### config.mk
export PLATFORM = sky130hd
export DESIGN_NAME = pipe_ctrl_flat
export DESIGN_NICKNAME = d
export VERILOG_FILES = /design/src/rtl/pipe_ctrl_if.sv /design/src/rtl/pipe_ctrl.sv /design/src/flat_wrapper.sv
export SDC_FILE = /design/constraint.sdc
export NUM_CORES = 1
export LEC_CHECK = 0
export CAP_MARGIN = 40
export CORE_MARGIN = 2
export CORE_UTILIZATION = 52
export CTS_BUF_LIST = sky130_fd_sc_hd__clkbuf_16
export DETAILED_ROUTE_END_ITERATION = 8
export MAX_ROUTING_LAYER = met4
export PLACE_DENSITY = 0.85
export SKIP_LAST_GASP = 1
export SLEW_MARGIN = 10
export SYNTH_ARGS = -nofsm -noshare
export SYNTH_HDL_FRONTEND = slang
export SYNTH_SLANG_ARGS = --single-unit
### constraint.sdc
create_clock -name clk -period 3.5 [get_ports clk]
set_input_delay 0.35 -clock clk [delete_from_list [all_inputs] [get_ports clk]]
set_output_delay 0.35 -clock clk [all_outputs]
set_load 0.01 [all_outputs]
### src/rtl/pipe_ctrl_if.sv
// pipe_ctrl_if: bundle between the fetch unit / pipelined datapath and the
// pipelined controller.
//   master : fetch side, drives ins_valid/ins, consumes all control outputs
//   slave  : pipe_ctrl, consumes the IF/ID instruction, drives control
// Signals:
//   ins_valid, ins[31:0]        fetched instruction from the IF/ID register
//   ins_ready                   decode accepts ins (low = hold PC and IF/ID)
//   ex_valid, ex_alu_sel, ex_alu_code, jr_taken   EX-stage control
//   mem_wen, mem_valid          MEM-stage control
//   wb_reg_wen, wb_dmem_alu, wb_reg_addr          WB-stage control
//   stall_cnt                   saturating load-use stall counter
interface pipe_ctrl_if #(
    parameter int ALU_CODE_W = 5,
    parameter int CNT_W      = 16
);
    logic                  ins_valid;
    logic [31:0]           ins;
    logic                  ins_ready;
    logic                  ex_valid;
    logic                  ex_alu_sel;
    logic [ALU_CODE_W-1:0] ex_alu_code;
    logic                  jr_taken;
    logic                  mem_wen;
    logic                  mem_valid;
    logic                  wb_reg_wen;
    logic                  wb_dmem_alu;
    logic [4:0]            wb_reg_addr;
    logic [CNT_W-1:0]      stall_cnt;

    modport master (
        output ins_valid, ins,
        input  ins_ready, ex_valid, ex_alu_sel, ex_alu_code, jr_taken,
               mem_wen, mem_valid, wb_reg_wen, wb_dmem_alu, wb_reg_addr,
               stall_cnt
    );

    modport slave (
        input  ins_valid, ins,
        output ins_ready, ex_valid, ex_alu_sel, ex_alu_code, jr_taken,
               mem_wen, mem_valid, wb_reg_wen, wb_dmem_alu, wb_reg_addr,
               stall_cnt
    );
endinterface

### src/rtl/pipe_ctrl.sv
// pipe_ctrl: pipelined MIPS controller. Decodes the IF/ID instruction and
// carries its control through registered EX, MEM and WB stages. Detects
// load-use hazards (one-cycle fetch hold plus bubble into EX) and squashes
// the instruction accepted while a valid jr sits in EX.
// Ports:
//   clk   rising-edge clock
//   rst   synchronous, active-high reset (drops all in-flight instructions)
//   bus   pipe_ctrl_if.slave (instruction in, stage control out)
// Parameters:
//   ALU_CODE_W  width of ALU code fields, must be >= 5
//   CNT_W       width of the stall counter
// Build option:
//   PIPE_CTRL_DELAY_SLOT_EN  branch-delay-slot semantics: the instruction
//   after jr executes normally and the flush logic is compiled out.
module pipe_ctrl #(
    parameter int ALU_CODE_W = 5,
    parameter int CNT_W      = 16
) (
    input logic        clk,
    input logic        rst,
    pipe_ctrl_if.slave bus
);
    typedef struct packed {
        logic       reg_wen;
        logic       dmem_alu;
        logic [4:0] reg_addr;
    } wb_t;

    typedef struct packed {
        logic mem_wen;
        wb_t  wb;
    } mem_t;

    // alu_code is the MSB field so the bubble constant below stays simple
    typedef struct packed {
        logic [ALU_CODE_W-1:0] alu_code;
        logic                  alu_sel;
        logic                  is_lw;
        logic                  is_jr;
        mem_t                  mem;
    } ex_t;

    localparam ex_t EX_BUBBLE =
        ex_t'({ALU_CODE_W'(12), {($bits(ex_t) - ALU_CODE_W){1'b0}}});

    function automatic logic [ALU_CODE_W-1:0] ac(input int c);
        return ALU_CODE_W'(c);
    endfunction

    ex_t              ex_q;
    mem_t             mem_q;
    wb_t              wb_q;
    logic [2:1]       vld_pipe;     // [1] = EX valid, [2] = MEM valid
    logic [CNT_W-1:0] stall_cnt_q;

    // ---------------- decode ----------------
    logic [5:0] opcode, funct;
    logic [4:0] rs, rt, rd;
    ex_t        dec;
    logic       dec_ok, use_rs, use_rt;

    assign opcode = bus.ins[31:26];
    assign rs     = bus.ins[25:21];
    assign rt     = bus.ins[20:16];
    assign rd     = bus.ins[15:11];
    assign funct  = bus.ins[5:0];

    always_comb begin
        dec    = EX_BUBBLE;
        dec_ok = 1'b0;
        use_rs = 1'b0;
        use_rt = 1'b0;
        if (bus.ins != 32'h0) begin
            if (opcode == 6'h00) begin
                dec_ok              = 1'b1;
                dec.mem.wb.reg_wen  = 1'b1;
                dec.mem.wb.reg_addr = rd;
                use_rs              = 1'b1;
                use_rt              = 1'b1;
                case (funct)
                    6'h20: dec.alu_code = ac(0);
                    6'h21: dec.alu_code = ac(1);
                    6'h22: dec.alu_code = ac(2);
                    6'h23: dec.alu_code = ac(3);
                    6'h24: dec.alu_code = ac(4);
                    6'h25: dec.alu_code = ac(5);
                    6'h27: dec.alu_code = ac(6);
                    6'h2A: dec.alu_code = ac(7);
                    // shifts take their amount from shamt, so rs is not read
                    6'h00: begin dec.alu_code = ac(8);  use_rs = 1'b0; end
                    6'h02: begin dec.alu_code = ac(9);  use_rs = 1'b0; end
                    6'h03: begin dec.alu_code = ac(10); use_rs = 1'b0; end
                    6'h08: begin
                        dec.alu_code       = ac(11);
                        dec.is_jr          = 1'b1;
                        dec.mem.wb.reg_wen = 1'b0;
                        use_rt             = 1'b0;
                    end
                    default: begin
                        dec    = EX_BUBBLE;
                        dec_ok = 1'b0;
                        use_rs = 1'b0;
                        use_rt = 1'b0;
                    end
                endcase
            end else begin
                dec_ok              = 1'b1;
                dec.alu_sel         = 1'b1;
                dec.mem.wb.reg_wen  = 1'b1;
                dec.mem.wb.reg_addr = rt;
                use_rs              = 1'b1;
                case (opcode)
                    6'h0C: dec.alu_code = ac(13);
                    6'h0D: dec.alu_code = ac(14);
                    6'h0A: dec.alu_code = ac(15);
                    6'h08: dec.alu_code = ac(16);
                    6'h09: dec.alu_code = ac(17);
                    6'h0F: begin dec.alu_code = ac(20); use_rs = 1'b0; end
                    6'h23: begin
                        dec.alu_code        = ac(18);
                        dec.is_lw           = 1'b1;
                        dec.mem.wb.dmem_alu = 1'b1;
                    end
                    6'h2B: begin
                        dec.alu_code       = ac(19);
                        dec.mem.mem_wen    = 1'b1;
                        dec.mem.wb.reg_wen = 1'b0;
                        use_rt             = 1'b1;
                    end
                    default: begin
                        dec    = EX_BUBBLE;
                        dec_ok = 1'b0;
                        use_rs = 1'b0;
                    end
                endcase
            end
            // $0 is hardwired; never request a write to it
            if (dec.mem.wb.reg_addr == 5'd0)
                dec.mem.wb.reg_wen = 1'b0;
        end
    end

    // ---------------- hazard / flush ----------------
    logic ex_lw_hit, hazard, jr_taken, take;

    // lw in EX always carries its rt in reg_addr
    assign ex_lw_hit = vld_pipe[1] && ex_q.is_lw && (ex_q.mem.wb.reg_addr != 5'd0);
    assign hazard    = bus.ins_valid && ex_lw_hit &&
                       ((use_rs && (rs == ex_q.mem.wb.reg_addr)) ||
                        (use_rt && (rt == ex_q.mem.wb.reg_addr)));
    assign jr_taken  = vld_pipe[1] && ex_q.is_jr;

`ifdef PIPE_CTRL_DELAY_SLOT_EN
    assign bus.ins_ready = rst || !hazard;
    assign take          = bus.ins_valid && bus.ins_ready;
`else
    // A jr in EX never coexists with a lw in EX, but flush still wins.
    logic flush;
    assign flush         = jr_taken;
    assign bus.ins_ready = rst || flush || !hazard;
    assign take          = bus.ins_valid && bus.ins_ready && !flush;
`endif

    // ---------------- stage registers ----------------
    always_ff @(posedge clk) begin
        if (rst) begin
            ex_q        <= EX_BUBBLE;
            mem_q       <= '0;
            wb_q        <= '0;
            vld_pipe    <= '0;
            stall_cnt_q <= '0;
        end else begin
            ex_q     <= take ? dec : EX_BUBBLE;
            mem_q    <= ex_q.mem;
            wb_q     <= mem_q.wb;
            vld_pipe <= {vld_pipe[1], take && dec_ok};
            if (bus.ins_valid && !bus.ins_ready && !(&stall_cnt_q))
                stall_cnt_q <= stall_cnt_q + 1'b1;
        end
    end

    assign bus.ex_valid    = vld_pipe[1];
    assign bus.ex_alu_sel  = ex_q.alu_sel;
    assign bus.ex_alu_code = ex_q.alu_code;
    assign bus.jr_taken    = jr_taken;
    assign bus.mem_valid   = vld_pipe[2];
    assign bus.mem_wen     = mem_q.mem_wen;
    assign bus.wb_reg_wen  = wb_q.reg_wen;
    assign bus.wb_dmem_alu = wb_q.dmem_alu;
    assign bus.wb_reg_addr = wb_q.reg_addr;
    assign bus.stall_cnt   = stall_cnt_q;
endmodule

### src/flat_wrapper.sv
// flat-port wrapper written by rule: the top's interface ports become plain ports
module pipe_ctrl_flat 
#(
    parameter int ALU_CODE_W = 5,
    parameter int CNT_W      = 16
)
  (clk, rst, bus_ins_valid, bus_ins, bus_ins_ready, bus_ex_valid, bus_ex_alu_sel, bus_ex_alu_code, bus_jr_taken, bus_mem_wen, bus_mem_valid, bus_wb_reg_wen, bus_wb_dmem_alu, bus_wb_reg_addr, bus_stall_cnt);
  pipe_ctrl_if #(.ALU_CODE_W(ALU_CODE_W), .CNT_W(CNT_W)) bus_i ();
  input logic clk;
  input logic rst;
  input wire logic [$bits(bus_i.ins_valid)-1:0] bus_ins_valid;
  input wire logic [$bits(bus_i.ins)-1:0] bus_ins;
  output wire logic [$bits(bus_i.ins_ready)-1:0] bus_ins_ready;
  output wire logic [$bits(bus_i.ex_valid)-1:0] bus_ex_valid;
  output wire logic [$bits(bus_i.ex_alu_sel)-1:0] bus_ex_alu_sel;
  output wire logic [$bits(bus_i.ex_alu_code)-1:0] bus_ex_alu_code;
  output wire logic [$bits(bus_i.jr_taken)-1:0] bus_jr_taken;
  output wire logic [$bits(bus_i.mem_wen)-1:0] bus_mem_wen;
  output wire logic [$bits(bus_i.mem_valid)-1:0] bus_mem_valid;
  output wire logic [$bits(bus_i.wb_reg_wen)-1:0] bus_wb_reg_wen;
  output wire logic [$bits(bus_i.wb_dmem_alu)-1:0] bus_wb_dmem_alu;
  output wire logic [$bits(bus_i.wb_reg_addr)-1:0] bus_wb_reg_addr;
  output wire logic [$bits(bus_i.stall_cnt)-1:0] bus_stall_cnt;
  assign bus_i.ins_valid = bus_ins_valid;
  assign bus_i.ins = bus_ins;
  assign bus_ins_ready = bus_i.ins_ready;
  assign bus_ex_valid = bus_i.ex_valid;
  assign bus_ex_alu_sel = bus_i.ex_alu_sel;
  assign bus_ex_alu_code = bus_i.ex_alu_code;
  assign bus_jr_taken = bus_i.jr_taken;
  assign bus_mem_wen = bus_i.mem_wen;
  assign bus_mem_valid = bus_i.mem_valid;
  assign bus_wb_reg_wen = bus_i.wb_reg_wen;
  assign bus_wb_dmem_alu = bus_i.wb_dmem_alu;
  assign bus_wb_reg_addr = bus_i.wb_reg_addr;
  assign bus_stall_cnt = bus_i.stall_cnt;
  pipe_ctrl #(.ALU_CODE_W(ALU_CODE_W), .CNT_W(CNT_W)) u_core (.clk(clk), .rst(rst), .bus(bus_i));
endmodule
## Word level (Yosys, flattened, before mapping)

Cells that the tools add are included.

| word-level totals | value |
|---|---|
| bits in registers | 49 |
| output and inout port bits | 34 |

| cells by class | value |
|---|---|
| add/sub/neg operators | 1 |
| eq/ne operators | 21 |
| mux-type cells | 21 |
| bitwise logic cells | 2 |
| reductions and logical operators | 33 |

Operators with widths:

| operator | number |
|---|---|
| 6-bit equality test, second input constant | 10 |
| 4-bit case mux with 12 select lines | 1 |
| 6-bit by 4-bit equality test with 1-bit output, second input constant | 7 |
| 5-bit case mux with 8 select lines | 1 |
| 16-bit 2-to-1 mux | 2 |
| 32-bit nonzero test | 1 |
| 16-bit by 1-bit adder with 16-bit output, second input constant | 1 |
| 16-bit AND reduction | 1 |
| 1-bit 2-to-1 mux | 14 |
| 7-bit OR reduction | 2 |
| 6-bit by 2-bit equality test with 1-bit output, second input constant | 2 |
| 1-bit logical AND | 12 |
| 6-bit zero test | 2 |
| 12-bit OR reduction | 1 |
| 11-bit OR reduction | 1 |
| 5-bit equality test | 2 |
| 5-bit 2-to-1 mux | 2 |
| 9-bit OR reduction | 1 |
| 8-bit OR reduction | 1 |
| 5-bit zero test | 1 |
| 5-bit nonzero test | 1 |
| 1-bit zero test | 4 |
| 2-bit case mux with 2 select lines | 1 |
| 4-bit OR reduction | 1 |
| 3 further kinds | 6 |

## Logic depth before layout (Yosys ltp)

| depth | value |
|---|---|
| word-level depth | 14 |
| depth in mapped cells | 10 |

## Worst setup path after synthesis

OpenSTA, ideal clock, no wires.

| timing path | value |
|---|---|
| kind | input-to-reg |
| start point | input bus_ins[14] |
| end point | register u_core.stall_cnt_q[1] (netlist: u_core.bus.stall_cnt[1]) |
| arrival | 2337 ps |
| required time | 3372 ps |
| setup slack | 1035 ps |
| stages | 9 |
| cells stage by stage | or4_4 or4_4 o41ai_4 a311oi_2 o21ai_2 buf_6 buf_12 mux2i_1 nor2_1 |

| between the ends | value |
|---|---|
| cells in the longest elaborated chain, start to end | 10 |

RTL lines:

| item | RTL line | RTL |
|---|---|---|
| start: declaration | flat_wrapper.sv:12 | `input wire logic [$bits(bus_i.ins)-1:0] bus_ins;` |
| 32-bit nonzero test * | pipe_ctrl.sv:73 | `if (bus.ins != 32'h0) begin` |
| 1-bit 2-to-1 mux | pipe_ctrl.sv:73 |  |
| 1-bit logical AND (on tied branches) | pipe_ctrl.sv:149, pipe_ctrl.sv:150 |  |
| 1-bit logical OR * | pipe_ctrl.sv:149 | `((use_rs && (rs == ex_q.mem.wb.reg_addr)) \|\|` |
| 1-bit logical AND * | pipe_ctrl.sv:148 | `assign hazard = bus.ins_valid && ex_lw_hit &&` |
| 1-bit zero test * | pipe_ctrl.sv:160 | `assign bus.ins_ready = rst \|\| flush \|\| !hazard;` |
| 1-bit logical OR * | pipe_ctrl.sv:160 |  |
| 1-bit zero test * | pipe_ctrl.sv:177 | `if (bus.ins_valid && !bus.ins_ready && !(&stall_cnt_q))` |
| 1-bit logical AND * (2 in series) | pipe_ctrl.sv:177 |  |
| end signal: assignment | pipe_ctrl.sv:178 | `stall_cnt_q <= stall_cnt_q + 1'b1;` |
| end: declaration | pipe_ctrl.sv:54 | `logic [CNT_W-1:0] stall_cnt_q;` |

Every way passes the cells marked *; elsewhere a longest branch is shown, timed or not.
A chain may end at the register's enable or synchronous reset.

## Worst setup path in the final report

| timing path | value |
|---|---|
| start point | input bus_ins[1] |
| end point | output bus_ins_ready |

| between the ends | value |
|---|---|
| cells in the longest elaborated chain, start to end | 10 |

RTL lines:

| item | RTL line | RTL |
|---|---|---|
| 6-bit equality test, or another cell as far along | pipe_ctrl.sv:80 | `case (funct)` |
| 11-bit OR reduction (no line) / 9-bit OR reduction (equally long branches) | n/a |  |
| 1-bit 2-to-1 mux | pipe_ctrl.sv:80 |  |
| 1-bit 2-to-1 mux | pipe_ctrl.sv:74 | `if (opcode == 6'h00) begin` |
| 1-bit 2-to-1 mux | pipe_ctrl.sv:73 |  |
| 1-bit logical AND (on tied branches) | pipe_ctrl.sv:150, pipe_ctrl.sv:149 |  |
| 1-bit logical OR * | pipe_ctrl.sv:149 |  |
| 1-bit logical AND * | pipe_ctrl.sv:148 |  |
| 1-bit zero test * | pipe_ctrl.sv:160 |  |
| 1-bit logical OR * | pipe_ctrl.sv:160 |  |
| end: declaration | flat_wrapper.sv:13 | `output wire logic [$bits(bus_i.ins_ready)-1:0] bus_ins_ready;` |

Marks and branches as above.

==> impl_metrics.env <==
export IMPL_row_count=25
export IMPL_synth_async_reset_ratio=0
export IMPL_syn_avg_cell_area_um2=8.27
export IMPL_crit_path_end_kind="output port"
export IMPL_start_util=0.534
export IMPL_nets=401
export IMPL_drt_pass1_iterations=5
export IMPL_tightestPinTransition_ns=0.538
export IMPL_wirelength_um=6110
export IMPL_period_minus_slack_ns=3.29
export IMPL_timing_hold_ws_ns=0.437
export IMPL_holdPathStages=1
export IMPL_ys_seq_area_frac=0.384
export IMPL_synth_xor_area_share=0.0455
export IMPL_hold_path_class="flip-flop to flip-flop"
export IMPL_maxSlewViolCount=0
export IMPL_post_drt_via_cell_ratio=5.86
export IMPL_synth_fp_nets=339
export IMPL_cp_data_required_time_ns=3.15
export IMPL_top_level_ports=69
export IMPL_cts_htree_levels=2
export IMPL_yosys_area_top_type="dfxtp_1"
export IMPL_synthMuxAreaShare=0.00400
export IMPL_synth_edf_count=0
export IMPL_syn_area_um2=2500
export IMPL_leakage_nw=1.17
export IMPL_worstSetupPathType="input pin to output port"
export IMPL_synth_compound_area_frac=0.198
export IMPL_vias=2463
export IMPL_finClkSkew_ns=0.00442
export IMPL_coreArea_um2=4690
export IMPL_antenna_found_initial=0
export IMPL_final_layout_size_suffix_gt1_frac=0.0738
export IMPL_syn2layout_area_growth_pct=34.3
export IMPL_die_area_um2=5390
export IMPL_crit_fanout=10
export IMPL_root_buffer="clkbuf_16"
export IMPL_powerDensity_nw_per_um2=368
export IMPL_cts_made_buffers=5
export IMPL_peakVddDrop_uv=252
export IMPL_yosysUniqueCellTypes=54
export IMPL_post_drt_wl_per_cell_um=14.5
export IMPL_cts_sinks=48
export IMPL_max_slew_margin=0.638
export IMPL_cts_tree="done"
export IMPL_max_freq_mhz=304
export IMPL_clk_latency_ns=0.29
export IMPL_die_h_um=73.4
export IMPL_finalSetupTns_ns=0
export IMPL_r2r_cells=7
export IMPL_place_congestion=0.893
export IMPL_grt_pass1_wl_um=9920
export IMPL_rsz0062_at_grt="no"
export IMPL_grt_overflow_total=0
export IMPL_synthTopCellsByCount="dfxtp_1, nor2_1, a21oi_1, nand2_1, nor2b_1"
export IMPL_clk_pin_slew_ns=0.06
export IMPL_drc=0
export IMPL_setup_viol=0
export IMPL_syn_inst=303
export IMPL_diodes=0
export IMPL_yosysWarnings=0
export IMPL_ys_top_cells_by_area="dfxtp_1, nor2b_1, a21oi_1, nor2_1, o21ai_0"
export IMPL_cts_hold_buf=0
export IMPL_cp_start_kind="input pin"
export IMPL_place_port_buffers=68
export IMPL_arrival_ns=2.94
export IMPL_ant_nets=0
export IMPL_synthFlopType="dfxtp_1"
export IMPL_synth_top_family_by_area="simple AND/OR/NAND/NOR gates"
export IMPL_dp_hpwl_um=4480
export IMPL_outcome="complete, no violations"
export IMPL_clock_tree_buffer_depth=2
export IMPL_cts_resized=0
export IMPL_final_hold_violation_count=0
export IMPL_synth_seq_cells=48
export IMPL_yosysMostFrequentCell="dfxtp_1"
export IMPL_drt_iter0_markers=137
export IMPL_post_cts_buffers=0
export IMPL_min_period_over_period=0.939
export IMPL_max_cap_viol_count=0
export IMPL_grt_pass1_vias=2181
export IMPL_synth_adder_area_share=0.00500
export IMPL_grt_max_degree=33
export IMPL_synth_simple_area_share=0.302
export IMPL_yosysTopAreaCellShare=0.384
export IMPL_fp_dieW_um=73.4
export IMPL_grt_usage=0.238
-- report_power, final --
group / internal, W / total (W) / switching (W)
Clock: 0.000340 / 0.000554 / 0.000214
Combinational: 0.0000680 / 0.000132 / 0.0000643
Sequential: 0.000549 / 0.000551 / 0.00000174
-- layout make-up --
class | count | area [µm²]
Multi-Input combinational cell | 226 | 1390
Fill cell | 380 | 1330
Sequential cell | 48 | 961
Timing Repair Buffer | 77 | 748
Clock buffer | 5 | 125
Tap cell | 54 | 67.6
Clock inverter | 3 | 46.3
Inverter | 7 | 26.3
-- path summary, 6_finish.rpt --
path | slack [ns] | endpoint | start
max | 0.21 | bus_ins_ready | bus_ins[1]
min | 0.44 | u_core.bus.wb_reg_addr[4] | u_core.mem_q[4]
max reg2reg | 0.80 | u_core.ex_q[6] | u_core.ex_q[0]
min reg2reg | 0.44 | u_core.bus.wb_reg_addr[4] | u_core.mem_q[4]
-- state kept, by name, indices dropped and copies added (netlist names) --
name and count:
u_core.bus.wb_reg_wen 1, u_core.bus.wb_reg_addr 5, u_core.ex_q 9, u_core.bus.mem_wen 1, u_core.bus.ex_alu_code 5, u_core.bus.ex_alu_sel 1, u_core.vld_pipe 2, u_core.bus.wb_dmem_alu 1
u_core.mem_q 7, u_core.bus.stall_cnt 16
-- layout by cell type, fill, tap and decap left out, drive strengths merged, types with 2 or more instances in the layout --
cell type / n
a32oi: 2
inv: 8
clkbuf: 5
nand3: 13
nor3b: 3
dfxtp: 48
nand4: 4
or3: 12
buf: 9
nor2: 25
a211oi: 2
a21oi: 22
or4: 10
and3: 6
o21ai: 19
or3b: 2
xor2: 8
clkdlybuf4s50: 68
nor4: 5
xnor2: 5
o31ai: 7
nand2: 21
and2: 4
a22oi: 5
a31oi: 4
nor3: 5
nor2b: 20
nand2b: 2
-- critical path, cell delays in order --
cell and delay [ns]:
clkdlybuf4s50_1 0.55, nor2b_1 0.24, or3_1 0.35, a31o_2 0.26, a21oi_1 0.21, nor2_1 0.07, or3_1 0.41, clkdlybuf4s50_1 0.50
-- metrics by stage --
| stage | utilization | power [W] | cell area [µm²] | cells | worst slack (ns) |
|---|---|---|---|---|---|
| after detailed placement | 0.681 | 0.000694 | 3190 | 412 | 0.249 |
| final | 0.717 | 0.00124 | 3360 | 420 | 0.213 |
| after global placement | 0.681 | 0.000691 | 3190 | 412 | 0.278 |
| after floorplan | - | 0.000628 | 2500 | 303 | 1.04 |
| after global routing | 0.717 | 0.00127 | 3360 | 420 | 0.0705 |
| after CTS | 0.717 | 0.00124 | 3360 | 420 | 0.210 |
-- logic make-up (layout without fill, tap and decap cells) --
logic type               count (synthesis)  count (layout)
AO/OA/AOI/OAI                           74              74
buffers and inverters                   29              92
multiplexers                             1               1
XOR/XNOR                                13              13
flip-flops                              48              48
adder cells (fa/ha/maj)                  1               1
AND/OR/NAND/NOR                        137             137
-- layer usage --
| metal | track usage | vias up | part of all wire |
|---|---|---|---|
| li1 | - | 1220 | - |
| met1 | 0.292 | 1138 | 0.42 |
| met2 | 0.403 | 94 | 0.51 |
| met3 | 0.0384 | 11 | 0.052 |
| met4 | 0.0727 | 0 | 0.017 |
| met5 | - | - | 0 |
(Power assumes the default switching activity.)
